==> src/rtl/uart_tx_sched.sv <==
// uart_tx_sched: pulls bytes from the TX FIFO and launches them on the UART
// transmitter, with inter-frame gap, flush/drain, frame count and low-watermark irq.
// Optional clear-to-send gating: define UART_TX_SCHED_CTS_EN to add the cts_n input.
module uart_tx_sched #(
    parameter int WIDTH      = 8,
    parameter int DEPTH      = 64,
    parameter int GAP_CYCLES = 16,
    parameter int LOW_WM     = 8
) (
    input  logic                     clk,
    input  logic                     rst,
    input  logic                     enable,
    input  logic                     flush,
    input  logic                     fifo_empty,
    input  logic [$clog2(DEPTH):0]   fifo_count,
    input  logic [WIDTH-1:0]         fifo_data,
`ifdef UART_TX_SCHED_CTS_EN
    input  logic                     cts_n,
`endif
    output logic                     fifo_rd_en,
    input  logic                     tx_busy,
    output logic                     tx_start,
    output logic [WIDTH-1:0]         tx_data,
    output logic                     sched_busy,
    output logic                     flush_done,
    output logic [15:0]              frames_sent,
    output logic                     lowwm_irq
);

    localparam int CW = $clog2(DEPTH) + 1;
    localparam int GW = (GAP_CYCLES > 1) ? $clog2(GAP_CYCLES) : 1;
    localparam int GAP_LAST_I = (GAP_CYCLES > 0) ? GAP_CYCLES - 1 : 0;
    localparam logic [GW-1:0] GAP_LAST = GW'(GAP_LAST_I);
    localparam logic [CW-1:0] LOW_WM_C = CW'(LOW_WM);

    typedef enum logic [2:0] {
        S_IDLE,
        S_READ,
        S_LATCH,
        S_START,
        S_WAIT_HI,
        S_WAIT_LO,
        S_GAP,
        S_DRAIN
    } state_t;

    state_t state, state_nx;

    logic [GW-1:0] gap_cnt;
    logic          gap_done;
    logic          flush_pend;
    logic          cmp_r;
    logic          cmp_prev;
    logic          cts_ok;

`ifdef UART_TX_SCHED_CTS_EN
    logic cts_s1;
    logic cts_s2;

    // two-flop synchroniser for the asynchronous clear-to-send input
    always_ff @(posedge clk) begin
        if (rst) begin
            cts_s1 <= 1'b1;
            cts_s2 <= 1'b1;
        end else begin
            cts_s1 <= cts_n;
            cts_s2 <= cts_s1;
        end
    end

    assign cts_ok = ~cts_s2;
`else
    assign cts_ok = 1'b1;
`endif

    assign gap_done = (GAP_CYCLES == 0) || (gap_cnt == GAP_LAST);

    // state register
    always_ff @(posedge clk) begin
        if (rst) begin
            state <= S_IDLE;
        end else begin
            state <= state_nx;
        end
    end

    // next-state and state-decoded outputs
    always_comb begin
        state_nx   = state;
        fifo_rd_en = 1'b0;
        tx_start   = 1'b0;
        sched_busy = (state != S_IDLE);
        unique case (state)
            S_IDLE: begin
                if (flush || flush_pend) begin
                    state_nx = S_DRAIN;
                end else if (enable && !fifo_empty && cts_ok) begin
                    state_nx = S_READ;
                end
            end
            S_READ: begin
                fifo_rd_en = !fifo_empty;
                state_nx   = S_LATCH;
            end
            S_LATCH: begin
                state_nx = S_START;
            end
            S_START: begin
                if (!tx_busy) begin
                    tx_start = 1'b1;
                    state_nx = S_WAIT_HI;
                end
            end
            S_WAIT_HI: begin
                if (tx_busy) begin
                    state_nx = S_WAIT_LO;
                end
            end
            S_WAIT_LO: begin
                if (!tx_busy) begin
                    state_nx = S_GAP;
                end
            end
            S_GAP: begin
                if (gap_done) begin
                    state_nx = S_IDLE;
                end
            end
            S_DRAIN: begin
                fifo_rd_en = !fifo_empty;
                if (fifo_empty) begin
                    state_nx = S_IDLE;
                end
            end
            default: begin
                state_nx = S_IDLE;
            end
        endcase
    end

    // data latch, frame counter, gap timer and pending flush request
    always_ff @(posedge clk) begin
        if (rst) begin
            tx_data     <= '0;
            frames_sent <= '0;
            gap_cnt     <= '0;
            flush_pend  <= 1'b0;
            flush_done  <= 1'b0;
        end else begin
            if (state == S_LATCH) begin
                tx_data <= fifo_data;
            end
            if (state == S_WAIT_LO && !tx_busy) begin
                frames_sent <= frames_sent + 16'd1;
            end
            if (state == S_GAP && !gap_done) begin
                gap_cnt <= gap_cnt + 1'b1;
            end else begin
                gap_cnt <= '0;
            end
            // a flush seen mid-frame is held until the frame is done
            if (state == S_IDLE || state == S_DRAIN) begin
                flush_pend <= 1'b0;
            end else if (flush) begin
                flush_pend <= 1'b1;
            end
            flush_done <= (state == S_DRAIN) && fifo_empty;
        end
    end

    // low-watermark compare history; both start high so an empty FIFO
    // after reset does not look like a downward crossing
    always_ff @(posedge clk) begin
        if (rst) begin
            cmp_r    <= 1'b1;
            cmp_prev <= 1'b1;
        end else begin
            cmp_r    <= (fifo_count <= LOW_WM_C);
            cmp_prev <= cmp_r;
        end
    end

    assign lowwm_irq = cmp_r & ~cmp_prev;

endmodule

==> config.mk <==
export PLATFORM = sky130hd
export DESIGN_NAME = uart_tx_sched
export DESIGN_NICKNAME = d
export VERILOG_FILES = /design/src/rtl/uart_tx_sched.sv
export SDC_FILE = /design/constraint.sdc
export NUM_CORES = 1
export LEC_CHECK = 0
export CORE_ASPECT_RATIO = 1.1
export CORE_MARGIN = 1
export CORE_UTILIZATION = 40
export CTS_BUF_LIST = sky130_fd_sc_hd__clkbuf_16
export DETAILED_ROUTE_END_ITERATION = 6
export PLACE_DENSITY = 0.67
export SLEW_MARGIN = 20
export SYNTH_ARGS = -nofsm -noshare
export SYNTH_HDL_FRONTEND = slang
export SYNTH_SLANG_ARGS = --single-unit
==> constraint.sdc <==
create_clock -name clk -period 2.8 [get_ports clk]
set_input_delay 0.84 -clock clk [delete_from_list [all_inputs] [get_ports clk]]
set_output_delay 0.84 -clock clk [all_outputs]
set_load 0.005 [all_outputs]
Yosys cells after proc, flatten, opt, wreduce, memory -nomap -nowiden
Index checks and enable logic that the tools add are counted.

storage, ports and cells
  bits in registers = 35
  bits of input ports = 21
  output and inout bits = 29

operators by class
  add/sub/neg operators = 2
  order comparisons = 1
  equality and inequality tests = 14
  muxes and demuxes = 11
  bitwise gates (word level) = 3
  reduce and logical (&&, ||, !) cells = 15

operators with widths
  cell                   count
  $pmux 3 s8             1
  $mux 3                 7
  $add 16x1->16 const B  1
  $eq 3x3->1 const B     4
  $ne 2x2->1 const B     5
  $le 7x4->1 const B     1
  $eq 3x2->1 const B     2
  $reduce_and 6->1       1
  $reduce_or 2->1        3
  $add 4x1->4 const B    1
  $eq 4x4->1 const B     1
  $logic_and 1x1->1      4
  $eq 3x1->1 const B     1
  $logic_not 1->1        3
  $logic_not 3->1        1
  $mux 1                 3
  $ne 3x3->1 const B     1
  $reduce_bool 3->1      1
  $logic_or 1x1->1       2
  $not 1->1              2
  $and 1x1->1            1

Logic depth before layout (Yosys ltp)
Gate-level depths: netlist (run 1).

  depth after elaboration = 5
  gate-level depth with buffers = 5
  gate-level depth less buffers = 5

Worst setup path before layout (run 1)
No wires, ideal clock.

  kind = input to register
  from = input tx_busy
  to = register frames_sent[15]
  library setup time = 121 ps
  arrival time = 1925 ps
  data required time = 2679 ps
  path slack = 754 ps
  stages on the path = 5
  path through = nand4bb_1 > buf_6 > nor4_4 > nand4_1 > mux2_4

on the way
  longest elaborated chain between the ends = 2

RTL lines
  what                  line  RTL
  from (decl)           21    input logic tx_busy,
  $logic_not 1->1       153   if (state == S_WAIT_LO && !tx_busy) begin
  $logic_and 1x1->1     153
  to (signal assigned)  154   frames_sent <= frames_sent + 16'd1;
  to (decl)             26    output logic [15:0] frames_sent,

No other way between the ends.
A chain may end at the register's enable or synchronous reset.

Final worst setup path (run 1)
  from = input fifo_empty
  to = output fifo_rd_en

on the way
  longest elaborated chain between the ends = 2

RTL lines
  what             line      RTL
  from (decl)      14        input logic fifo_empty,
  $logic_not 1->1  102, 130
  $mux 1           n/a
  to (decl)        20        output logic fifo_rd_en,

No other way between the ends.

==> results of run 1 <==
-- registers in the layout, summed over array words and instances (netlist names) --
| name | flops |
|---|---|
| frames_sent | 16 |
| tx_data | 8 |
| gap_cnt | 4 |
| state | 3 |
| cmp_prev | 1 |
| cmp_r | 1 |
| flush_done | 1 |
| flush_pend | 1 |
-- layer usage --
| layer | up-vias | share of wire [%] | global-route usage (%) |
|---|---|---|---|
| met3 | 6 | 5.8 | 5.59 |
| met1 | 657 | 43 | 18.1 |
| met2 | 44 | 50 | 32.9 |
| met4 | 0 | 1.4 | 6.10 |
| met5 | - | 0 | 0 |
| li1 | 727 | - | - |
-- cell families (layout without fill, tap and decap cells) --
| logic type | after synthesis | count (layout) | share of synthesized area, % |
|---|---|---|---|
| simple gates | 83 | 83 | 28.9 |
| flops | 35 | 35 | 43.3 |
| compound gates | 22 | 22 | 8.90 |
| mux | 12 | 12 | 7.97 |
| buf+inv | 12 | 68 | 3.33 |
| xor+xnor | 11 | 11 | 5.96 |
| fa+ha+maj | 2 | 2 | 1.55 |
-- power breakdown --
group / internal, W / switching (W)
clock network: 0.000324 / 0.000189
logic: 0.000232 / 0.000179
registers: 0.000553 / 0.0000646
-- stage by stage --
step / instance area (um2) / instances / power [W] / hold slack (ns) / worst slack (ns)
floorplan: 1620 / 177 / 0.000878 / 0.409 / 0.754
global placement: 2180 / 275 / 0.00103 / 0.415 / -0.132
detailed placement: 2180 / 275 / 0.00105 / 0.420 / -0.141
CTS: 2320 / 283 / 0.00156 / 0.433 / 0.129
global route: 2320 / 283 / 0.00163 / 0.444 / 0.0867
finish: 2320 / 283 / 0.00154 / 0.430 / 0.135
-- how the worst min path moves through the flow --
stage	from	endpoint	slack (ns)	cells past startpoint
final	cmp_r	cmp_prev	0.43	1
after global routing	cmp_r	cmp_prev	0.44	1
after CTS	cmp_r	cmp_prev	0.43	1
after detailed placement	cmp_r	cmp_prev	0.42	1
after global placement	cmp_r	cmp_prev	0.42	1
after floorplan	cmp_r	cmp_prev	0.41	1
-- layout make-up --
type,instances,area [um2],area share (%)
timing repair buffer,56,541,23.3
sequential,35,701,30.2
clock inverter,3,16.3,0.700
multi-input combinational,130,862,37.1
tap,50,62.6,2.69
inverter,4,15.0,0.647
clock buffer,5,125,5.39
-- worst max-delay path, stage by stage --
cell,delay [ns]
clkdlybuf4s50_1,0.41
or2b_1,0.24
nor2_1,0.10
dlygate4sd2_1,0.23
-- cells in the final DEF, fill, tap and decap left out, types with 2 or more instances in the layout --
master / instances
xnor2_1: 7
dfxtp_1: 35
a31o_1: 2
nor3_1: 4
buf_4: 7
nor2b_1: 6
a21o_1: 2
nand4_1: 4
nor4_4: 2
or2b_1: 2
xor2_1: 4
dlygate4sd2_1: 2
inv_1: 5
mux2i_1: 8
or3_1: 3
mux2_1: 3
nand3_1: 7
nor2_1: 32
clkbuf_16: 5
o21ai_0: 2
ha_1: 2
nand2_1: 7
clkdlybuf4s50_1: 47
nand2b_1: 4
or2_2: 3
a21oi_1: 10
==> metrics, run 1 <==
worst r2r dst=frames_sent[12]; number of H-tree levels=2; # hold bufs at CTS=0; Yosys reg bits=35; worst clock skew=0.00501 ns; CP endpoint=fifo_rd_en; largest cells by area after synthesis=dfxtp_1 (43%), nor2_1 (7.4%), mux2i_1 (5.0%); first-pass GRT wire length=~5.9 mm; Num Clock Sinks=35; worst reg2reg setup slack=~0.9 ns; Synth Cell Area=between 1500 and 2000 um2; area of the core=between 3000 and 4000 um2; worst slew pin tran=between 0.5 and 0.6 ns; Ports=50; DP HPWL=roughly 2.6 mm; CTS tree=done; Mapped Cells=177; pwr/cell area=around 660 nW/um2; final total negative setup slack=0 ns; Synth top area share=a little over two fifths; synth unique cells=42; # rows=23; grt ovf=0; Setup crit start kind=primary input; fraction of registers with async set/reset=0%; Horiz. Die Dim=about 63 um; Initial DRT Pass Iterations=4; critical path fanouts, max=2; RSZ-0062 raised after global routing=no; Worst Path Arrival=around 1.8 ns; Final Core Density=between 60% and 70%; post-synthesis sequential area ratio=43.3%; DRT Wirelength=approximately 3.4 mm; R2R cell count=4; DRC=0; Ant. Diodes=0; DR vias=~1400; post-CTS setup buffer count=0; DR iter-0 viols=36; post-cts sizing count=2; CTS max path bufs=2; min cycle time layout=2.66 ns; Post-synth top flop=dfxtp_1; share of layout cells above drive strength 1=a little under 10%; Max-slew headroom=roughly two thirds; most numerous cell in the Yosys netlist=dfxtp_1; Yosys top cell by area=dfxtp_1; Fin. Hold Viols=0; initial core utilization=between 40% and 50%; WL/cell=roughly 12 um; vias in the first global route=1408; Setup crit start=fifo_empty; Critical Path RT=1.96 ns; Final setup viols=0; Detail Route Antenna Nets=0; P_leak=approximately 0.90 nW; Mean Syn Cell Area=9.13 um2; max_cap viols=0; initial antenna violation count=0; Final Max Tran Viols=0; Crit Path Class=primary input to primary output; Post-synth EDFFs=0; outcome=completed; R2R Path Start=state[2]; Clk Latency, worst-skew pair=0.27 ns; Clock transition at path regs=around 0.050 ns; VDD IR max=0.425 mV; global placement routability congestion=roughly 0.84; Die Y=68.7 um; Area Overhead vs Synth=43.7%; Total GRT Usage=about 17%; largest net degree at the start of global routing=18; fmax=375 MHz; Tcrit/Tclk final=a little over nine tenths; fin nets=255; port bufs=49; Net Count, Synth=200; CTS root buf=clkbuf_16; Die Area=approximately 4300 um2; Synth Warn #=0; Hold Path Class=flip-flop to flip-flop; Worst setup EP type=primary output; number of CTS-inserted buffers=5; Synth top cells by count=dfxtp_1 (35), nor2_1 (32), a21oi_1 (10); DR vias/cell=5.07; fill cell count=around 330
Power figures use the tool's default switching activity.
==> inputs of run 2 (changes only) <==
--- a/config.mk
+++ b/config.mk
@@ -10,6 +10,7 @@
 export CORE_UTILIZATION = 40
 export CTS_BUF_LIST = sky130_fd_sc_hd__clkbuf_16
 export DETAILED_ROUTE_END_ITERATION = 6
+export HOLD_SLACK_MARGIN = 0.08
 export PLACE_DENSITY = 0.67
 export SLEW_MARGIN = 20
 export SYNTH_ARGS = -nofsm -noshare
==> results of run 2 <==
Same layout as run 1: the final DEF is identical, and so are final timing and power.
